[src/rtl/mips_pkg.sv]
// Shared constants and types for the multi-cycle MIPS control sequencer.
// OP_HALT only decodes as HALT when UC_HALT_EN is defined.
package mips_pkg;

  localparam int CONT_W = 4;

  localparam logic [5:0] OP_R    = 6'h00;
  localparam logic [5:0] OP_LW   = 6'h23;
  localparam logic [5:0] OP_SW   = 6'h2B;
  localparam logic [5:0] OP_BEQ  = 6'h04;
  localparam logic [5:0] OP_J    = 6'h02;
  localparam logic [5:0] OP_ADDI = 6'h08;
  localparam logic [5:0] OP_HALT = 6'h3F;

  localparam logic [5:0] FUNCT_JR = 6'h08;

  typedef enum logic [3:0] {
    CL_R, CL_JR, CL_LW, CL_SW, CL_BEQ, CL_J, CL_ADDI, CL_ILL, CL_HALT
  } inst_class_t;

  typedef enum logic [3:0] {
    ST_FETCH = 4'd0, ST_IR = 4'd1, ST_DEC = 4'd2, ST_EX1 = 4'd3, ST_EX2 = 4'd4,
    ST_S5 = 4'd5, ST_S6 = 4'd6, ST_S7 = 4'd7, ST_S8 = 4'd8, ST_S9 = 4'd9,
    ST_S10 = 4'd10
  } step_t;

  localparam logic [3:0] LAST_R    = 4'd8;
  localparam logic [3:0] LAST_ADDI = 4'd8;
  localparam logic [3:0] LAST_LW   = 4'd10;
  localparam logic [3:0] LAST_SW   = 4'd9;
  localparam logic [3:0] LAST_BEQ  = 4'd6;
  localparam logic [3:0] LAST_J    = 4'd5;
  localparam logic [3:0] LAST_JR   = 4'd5;
  localparam logic [3:0] LAST_ILL  = 4'd5;
  localparam logic [3:0] LAST_HALT = 4'd2;

  localparam logic [1:0] ALU_ADD   = 2'b00;
  localparam logic [1:0] ALU_SUB   = 2'b01;
  localparam logic [1:0] ALU_FUNCT = 2'b10;

endpackage

[src/rtl/decodificador_opcode.sv]
// Combinational opcode/funct decoder: instruction class, last step and the
// execute-phase datapath controls. HALT decode exists only with UC_HALT_EN.
module decodificador_opcode
  import mips_pkg::*;
(
  input  logic [5:0] opcode,
  input  logic [5:0] funct,
  output logic [3:0] cls,
  output logic [3:0] last,
  output logic       alusrc,
  output logic       regdst,
  output logic [1:0] aluop,
  output logic       memtoreg
);

  // map opcode to class and its execute controls; unknown opcodes run as NOP
  always_comb begin
    cls      = CL_ILL;
    last     = LAST_ILL;
    alusrc   = 1'b0;
    regdst   = 1'b0;
    aluop    = ALU_ADD;
    memtoreg = 1'b0;
    case (opcode)
      OP_R: begin
        regdst = 1'b1;
        aluop  = ALU_FUNCT;
        if (funct == FUNCT_JR) begin
          cls  = CL_JR;
          last = LAST_JR;
        end else begin
          cls  = CL_R;
          last = LAST_R;
        end
      end
      OP_LW: begin
        cls      = CL_LW;
        last     = LAST_LW;
        alusrc   = 1'b1;
        memtoreg = 1'b1;
      end
      OP_SW: begin
        cls    = CL_SW;
        last   = LAST_SW;
        alusrc = 1'b1;
      end
      OP_BEQ: begin
        cls   = CL_BEQ;
        last  = LAST_BEQ;
        aluop = ALU_SUB;
      end
      OP_J: begin
        cls  = CL_J;
        last = LAST_J;
      end
      OP_ADDI: begin
        cls    = CL_ADDI;
        last   = LAST_ADDI;
        alusrc = 1'b1;
      end
`ifdef UC_HALT_EN
      OP_HALT: begin
        cls  = CL_HALT;
        last = LAST_HALT;
      end
`endif
      default: ;
    endcase
  end

endmodule

[src/rtl/unidade_controle_ciclos.sv]
// Multi-cycle control sequencer: owns the step counter cont and drives
// registered per-step strobes. Define UC_HALT_EN to add HALT (0x3F) and the
// halted output.
module unidade_controle_ciclos
  import mips_pkg::*;
#(
  parameter int unsigned FETCH_WAIT = 1
) (
  input  logic              clk,
  input  logic              rst_n,
  input  logic [5:0]        opcode,
  input  logic [5:0]        funct,
  output logic [CONT_W-1:0] cont,
  output logic              irwrite,
  output logic              memread,
  output logic              memwrite,
  output logic              memtoreg,
  output logic              regdst,
  output logic              alusrc,
  output logic [1:0]        aluop,
  output logic              regwrite,
  output logic              branch,
  output logic              jump,
  output logic              pcwrite,
`ifdef UC_HALT_EN
  output logic              halted,
`endif
  output logic              busy
);

  localparam logic [1:0] FW = FETCH_WAIT[1:0];

  step_t       state_q, state_d;
  logic [1:0]  wait_q, wait_d;
  inst_class_t cls_q, cls_d;
  logic [3:0]  last_q, last_d;
  logic        halt_q, halt_d;

  logic [3:0]  dec_cls_raw;
  inst_class_t dec_cls;
  logic [3:0]  dec_last;
  logic        dec_alusrc, dec_regdst, dec_memtoreg;
  logic [1:0]  dec_aluop;

  logic        irwrite_d, memread_d, memwrite_d, memtoreg_d, regdst_d, alusrc_d;
  logic [1:0]  aluop_d;
  logic        regwrite_d, branch_d, jump_d, pcwrite_d, busy_d, ending;

  decodificador_opcode u_dec (
    .opcode   (opcode),
    .funct    (funct),
    .cls      (dec_cls_raw),
    .last     (dec_last),
    .alusrc   (dec_alusrc),
    .regdst   (dec_regdst),
    .aluop    (dec_aluop),
    .memtoreg (dec_memtoreg)
  );

  assign dec_cls = inst_class_t'(dec_cls_raw);
  assign cont    = state_q;
`ifdef UC_HALT_EN
  assign halted  = halt_q;
`endif

  // next step, wait counter, latched class, and the strobes of the step entered next
  always_comb begin
    state_d = state_q;
    wait_d  = wait_q;
    cls_d   = cls_q;
    last_d  = last_q;
    halt_d  = halt_q;
    case (state_q)
      ST_FETCH: begin
        if (wait_q == FW) begin
          state_d = ST_IR;
          wait_d  = 2'd0;
        end else begin
          wait_d = wait_q + 2'd1;
        end
      end
      ST_IR: state_d = ST_DEC;
      ST_DEC: begin
        if (halt_q || dec_cls == CL_HALT) begin
          halt_d = 1'b1;
        end else begin
          cls_d   = dec_cls;
          last_d  = dec_last;
          state_d = ST_EX1;
        end
      end
      default: begin
        if (state_q == last_q || state_q >= ST_S10) state_d = ST_FETCH;
        else state_d = step_t'(state_q + 4'd1);
      end
    endcase

    ending     = (state_d >= ST_EX1) && (state_d == last_d);
    irwrite_d  = (state_d == ST_IR);
    memread_d  = (state_d == ST_FETCH) ||
                 (cls_d == CL_LW && state_d >= ST_S6 && state_d <= ST_S9);
    memwrite_d = (state_d == ST_S6) && (cls_d == CL_SW);
    branch_d   = (state_d == ST_S5) && (cls_d == CL_BEQ);
    jump_d     = (state_d == ST_S5) && (cls_d == CL_J || cls_d == CL_JR);
    pcwrite_d  = ending;
    regwrite_d = ending && (cls_d == CL_R || cls_d == CL_ADDI || cls_d == CL_LW);
    busy_d     = (state_d != ST_FETCH);

    // execute controls load on entering step 3; memtoreg then holds across the next fetch
    memtoreg_d = memtoreg;
    alusrc_d   = alusrc;
    regdst_d   = regdst;
    aluop_d    = aluop;
    if (state_q == ST_DEC && state_d == ST_EX1) begin
      memtoreg_d = dec_memtoreg;
      alusrc_d   = dec_alusrc;
      regdst_d   = dec_regdst;
      aluop_d    = dec_aluop;
    end else if (state_d == ST_FETCH) begin
      alusrc_d = 1'b0;
      regdst_d = 1'b0;
      aluop_d  = ALU_ADD;
    end
  end

  // state and registered outputs; reset abandons any instruction in flight
  always_ff @(posedge clk) begin
    if (!rst_n) begin
      state_q  <= ST_FETCH;
      wait_q   <= 2'd0;
      cls_q    <= CL_ILL;
      last_q   <= LAST_ILL;
      halt_q   <= 1'b0;
      irwrite  <= 1'b0;
      memread  <= 1'b0;
      memwrite <= 1'b0;
      memtoreg <= 1'b0;
      regdst   <= 1'b0;
      alusrc   <= 1'b0;
      aluop    <= ALU_ADD;
      regwrite <= 1'b0;
      branch   <= 1'b0;
      jump     <= 1'b0;
      pcwrite  <= 1'b0;
      busy     <= 1'b0;
    end else begin
      state_q  <= state_d;
      wait_q   <= wait_d;
      cls_q    <= cls_d;
      last_q   <= last_d;
      halt_q   <= halt_d;
      irwrite  <= irwrite_d;
      memread  <= memread_d;
      memwrite <= memwrite_d;
      memtoreg <= memtoreg_d;
      regdst   <= regdst_d;
      alusrc   <= alusrc_d;
      aluop    <= aluop_d;
      regwrite <= regwrite_d;
      branch   <= branch_d;
      jump     <= jump_d;
      pcwrite  <= pcwrite_d;
      busy     <= busy_d;
    end
  end

endmodule

[config.mk]
export PLATFORM = sky130hd
export DESIGN_NAME = unidade_controle_ciclos
export DESIGN_NICKNAME = d
export VERILOG_FILES = /design/src/rtl/mips_pkg.sv /design/src/rtl/decodificador_opcode.sv /design/src/rtl/unidade_controle_ciclos.sv
export SDC_FILE = /design/constraint.sdc
export NUM_CORES = 1
export LEC_CHECK = 0
export ABC_AREA = 1
export CELL_PAD_IN_SITES_DETAIL_PLACEMENT = 0
export CELL_PAD_IN_SITES_GLOBAL_PLACEMENT = 2
export CORE_MARGIN = 4
export CORE_UTILIZATION = 25
export DETAILED_ROUTE_END_ITERATION = 16
export PLACE_DENSITY = 0.81
export SLEW_MARGIN = 20
export SYNTH_ARGS = -nofsm -noshare
export SYNTH_HDL_FRONTEND = slang
export SYNTH_HIERARCHICAL = 1
export SYNTH_SLANG_ARGS = --single-unit
[constraint.sdc]
create_clock -name clk -period 1.6 [get_ports clk]
set_input_delay 0.24 -clock clk [delete_from_list [all_inputs] [get_ports clk]]
set_output_delay 0.24 -clock clk [all_outputs]
set_load 0.01 [all_outputs]
==> summary.md <==
| Metric | Value |
|---|---|
| Post-Synth Adder-Cell Area | ~2.9% |
| Sequential fraction of design power | between 20% and 30% |
| Pwr Density | around 1500 nW/um^2 |
| Area fraction in compound gates after synthesis | under 10% |
| Area of the die | 8170 um^2 |
| ANT cells | 0 |
| Element type at the critical path start | flip-flop |
| Clock Latency Late Sink | ~0.28 ns |
| Floorplan row count | 29 |
| Core box area | ~6500 um^2 |
| Width of the die | ~90 um |
| Distinct cell type count after synthesis | 32 |
| Cts bufs inserted | 3 |
| Number of antenna violations at the first check in global routing | 0 |
| Share of synthesized area occupied by flip-flops and latches | 33.0% |
| Effective utilization at floorplan | about a quarter |
| Clock power share | roughly 11% |
| Final nets | ~360 |
| Total of hold buffers inserted after clock tree synthesis | 0 |
| Total iterations of the first detailed-routing run | 4 |
| Clock tree from TritonCTS | built |
| Root Driver | clkbuf_8 |
| Final Hold Fails | 0 |
| Post-synthesis mux area share | 0% |
| Final design area excluding fillers | 2900 um^2 |
| Mapped cell area | about 1700 um^2 |
| Setup-failing EPs final | 13 |
| Leak Pwr | 1.36 nW |
| Violations in the final reports | negative setup slack |
| Most used flip-flop cell after synthesis | dfxtp_1 |
| Cells after Synth | about 260 |
| Highest fanout seen on the critical path | 8 |
| Dominant combinational cell family by area after synthesis | simple AND/OR/NAND/NOR gates |
| Hold WC Path Type | flip-flop to flip-flop |
| Synthesis warning total | 6 |
| Met3 track demand over resource in global routing | under 10% |
| Count of max-cap constraint violations | 0 |
| Clock slew seen by the registers of the worst setup and hold paths | 0.10 ns |
| Final GP Congestion | between 0.8 and 0.9 |
| Leading area contributor after synthesis | dfxtp_1 |
| Post-synthesis async set-or-reset flop share | 0% |
| Total congestion overflow after global routing | 0 |
| Fraction of power spent switching nets | approximately 43% |
| Pin count of the biggest net entering global routing | 17 |
| Final ANT Viol Nets | 0 |
| Wire length after detailed routing | a little over 5000 um |
| Top area cells in the synthesized netlist | dfxtp_1 33%, nand2_1 15%, inv_1 8.2% |
| Worst Slack Setup Final | -0.182 ns |
| Via count of the first global-routing pass | approximately 1700 |
| Combined global-route utilization of all metal layers | 11.9% |
| Share of the synthesized area in the top cell type | about a third |
| Global routing usage on met2 | 20.5% |
| Die extent in y | around 90 um |
| Number of levels the H-tree was split into | 1 |
| Count of port buffers added during placement | 30 |
| Result of the run | complete, but fails checks |
| Count of pins over their slew limit | 0 |
| Peak ir drop on the vdd network | ~0.83 mV |
| Period Utilization, post-route | 111% |
| Period minus WS final | 1.78 ns |
| Number of buffers between clock root and the deepest sink | 2 |
| CTS Sinks | 28 |
| Final core utilization | 44.8% |
| Clk_skew | 0.00613 ns |
| Post-synthesis sequential element count | 28 |
| Maximum operating frequency | about 560 MHz |
| Setup repair after global routing missed its margin | true |
| Post-place instance area | approximately 2400 um^2 |
| Setup Crit Path Kind | flip-flop to flip-flop |
| Number of design-rule violations left by the first detailed-router iteration | 63 |
| Crit end category | flip-flop |
| Simple-gate portion of the synthesized area | 43.6% |
| Most numerous cell in the Yosys netlist | nand2_1 |
| Net switching power figure | between 1.5 and 2 mW |
| Met1 Use GR | 15.5% |
| CP required | ~1.8 ns |
| I/O pins | 31 |
| Detailed Place HPWL | 3750 um |
| Layout area overhead | 70.5% |
| Average cell area after synthesis | ~6.7 um^2 |
| Critical path data arrival time | 1.96 ns |
| Post-synth EDFFs | 0 |
| Design internal power | about 2.5 mW |
| Number of nets produced by synthesis | between 200 and 300 |
| Global-route wire length before repair | 8120 um |
| Vias per std cell | 4.35 |
| Global-route layer with the greatest usage | met2 |
| Fraction of power consumed by combinational cells | between 60% and 70% |
| Cell types with the highest counts after synthesis | 67 x nand2_1, 37 x inv_1, 29 x nor2_1 |
| Synth Area in XOR/XNOR | roughly 1.0% |
| Share of final-layout standard cells stronger than drive strength 1 | between 40% and 50% |
| # fillers | slightly below 700 |
| Remaining DRCs | 0 |
| Pre-CTS setup slack | -0.455 ns |
| Via Count | 1836 |
| Post-detailed-route wirelength per cell | 11.9 um |
## through the flow
stage	total power, mW	setup TNS [ns]	hold WS (ns)	cells
6_report	4.47	-1.74	0.448	422
5_1_grt	4.84	-3.42	0.478	422
4_1_cts	3.92	-1.59	0.453	414
3_5_place_dp	3.03	-5.40	0.437	402
3_3_place_gp	3.02	-5.33	0.427	402
2_1_floorplan	2.12	0	0.416	255
## cells in the final DEF, fill, tap and decap left out, drive strengths merged
| cell type | synthesis | final |
|---|---|---|
| a21oi | 10 | 10 |
| and3 | 1 | 1 |
| buf | 2 | 60 |
| clkbuf | 2 | 4 |
| clkdlybuf4s50 | 0 | 22 |
| conb | 1 | 1 |
| dfxtp | 28 | 28 |
| dlygate4sd2 | 0 | 7 |
| dlymetal6s2s | 0 | 1 |
| ha | 4 | 4 |
| inv | 43 | 43 |
| nand2 | 71 | 71 |
| nand3 | 28 | 28 |
| nand3b | 1 | 1 |
| nand4 | 7 | 7 |
| nor2 | 39 | 39 |
| nor3 | 1 | 1 |
| nor4 | 1 | 1 |
| o21a | 1 | 1 |
| o21ai | 12 | 12 |
| o22ai | 1 | 1 |
| xnor2 | 1 | 1 |
| xor2 | 1 | 1 |
## logic make-up after synthesis
group                      Yosys count
AOI/OAI and AO/OA                   24
DFF                                 28
xor gates and xnor gates             2
adders and majority gates            4
and+or+nand+nor                    149
other                                1
buffers and inverters               47
## power groups by stage
stage                     clock network (mW)  registers, mW  logic, mW
final                                  0.509          0.912       3.05
after global routing                   0.557          0.927       3.35
after CTS                              0.521          0.914       2.48
after detailed placement                   0          0.933       2.10
after global placement                     0          0.934       2.09
after floorplan                            0          0.935       1.19
## worst max-delay path, stage by stage, from the launching register on
cell and delay, ns:
dfxtp_4 0.40, inv_2 0.07, ha_4 0.17, o21ai_4 0.17
nand2_4 0.09, nor2_2 0.09, nand3_2 0.10, nand2_4 0.16
buf_4 0.14, nand4_4 0.12, nand3_2 0.10, a21oi_2 0.05
## cell type report
type / instances / area, um^2 / area share, %
Multi-Input combinational cell: 180 / 1220 / 42.1
Timing Repair Buffer: 90 / 774 / 26.8
Sequential cell: 28 / 571 / 19.7
Inverter: 43 / 169 / 5.83
Tap cell: 77 / 96.3 / 3.33
Clock buffer: 4 / 66.3 / 2.29
## metal layers
| layer | vias up | routed length (um) |
|---|---|---|
| li1 | 980 | - |
| met1 | 830 | 2420 |
| met5 | - | 0 |
| met3 | 2 | 135 |
| met4 | 0 | 8 |
| met2 | 24 | 2470 |
## sequential cells by signal (all words and copies together), names as in the netlist, 2 cells and up
signal	count
last_q	4
aluop	2
cls_q	4
cont	4
wait_q	2
## final timing paths
check	start	endpoint	slack (ns)	cells past startpoint
worst max register to register	cont[1]	aluop[1]	-0.18	11
worst min register to register	wait_q[1]	wait_q[1]	0.45	2
worst min-delay path	wait_q[1]	wait_q[1]	0.45	2
worst max-delay path	cont[1]	aluop[1]	-0.18	11
## timing repair
item / 4_1_cts / 5_1_grt
gates resized for setup: 44 / 43
setup buffers: 8 / 8
pin swaps: 14 / 19
setup endpoints to repair: 18 / 21
Note: power is estimated with default switching activity, not from simulation.
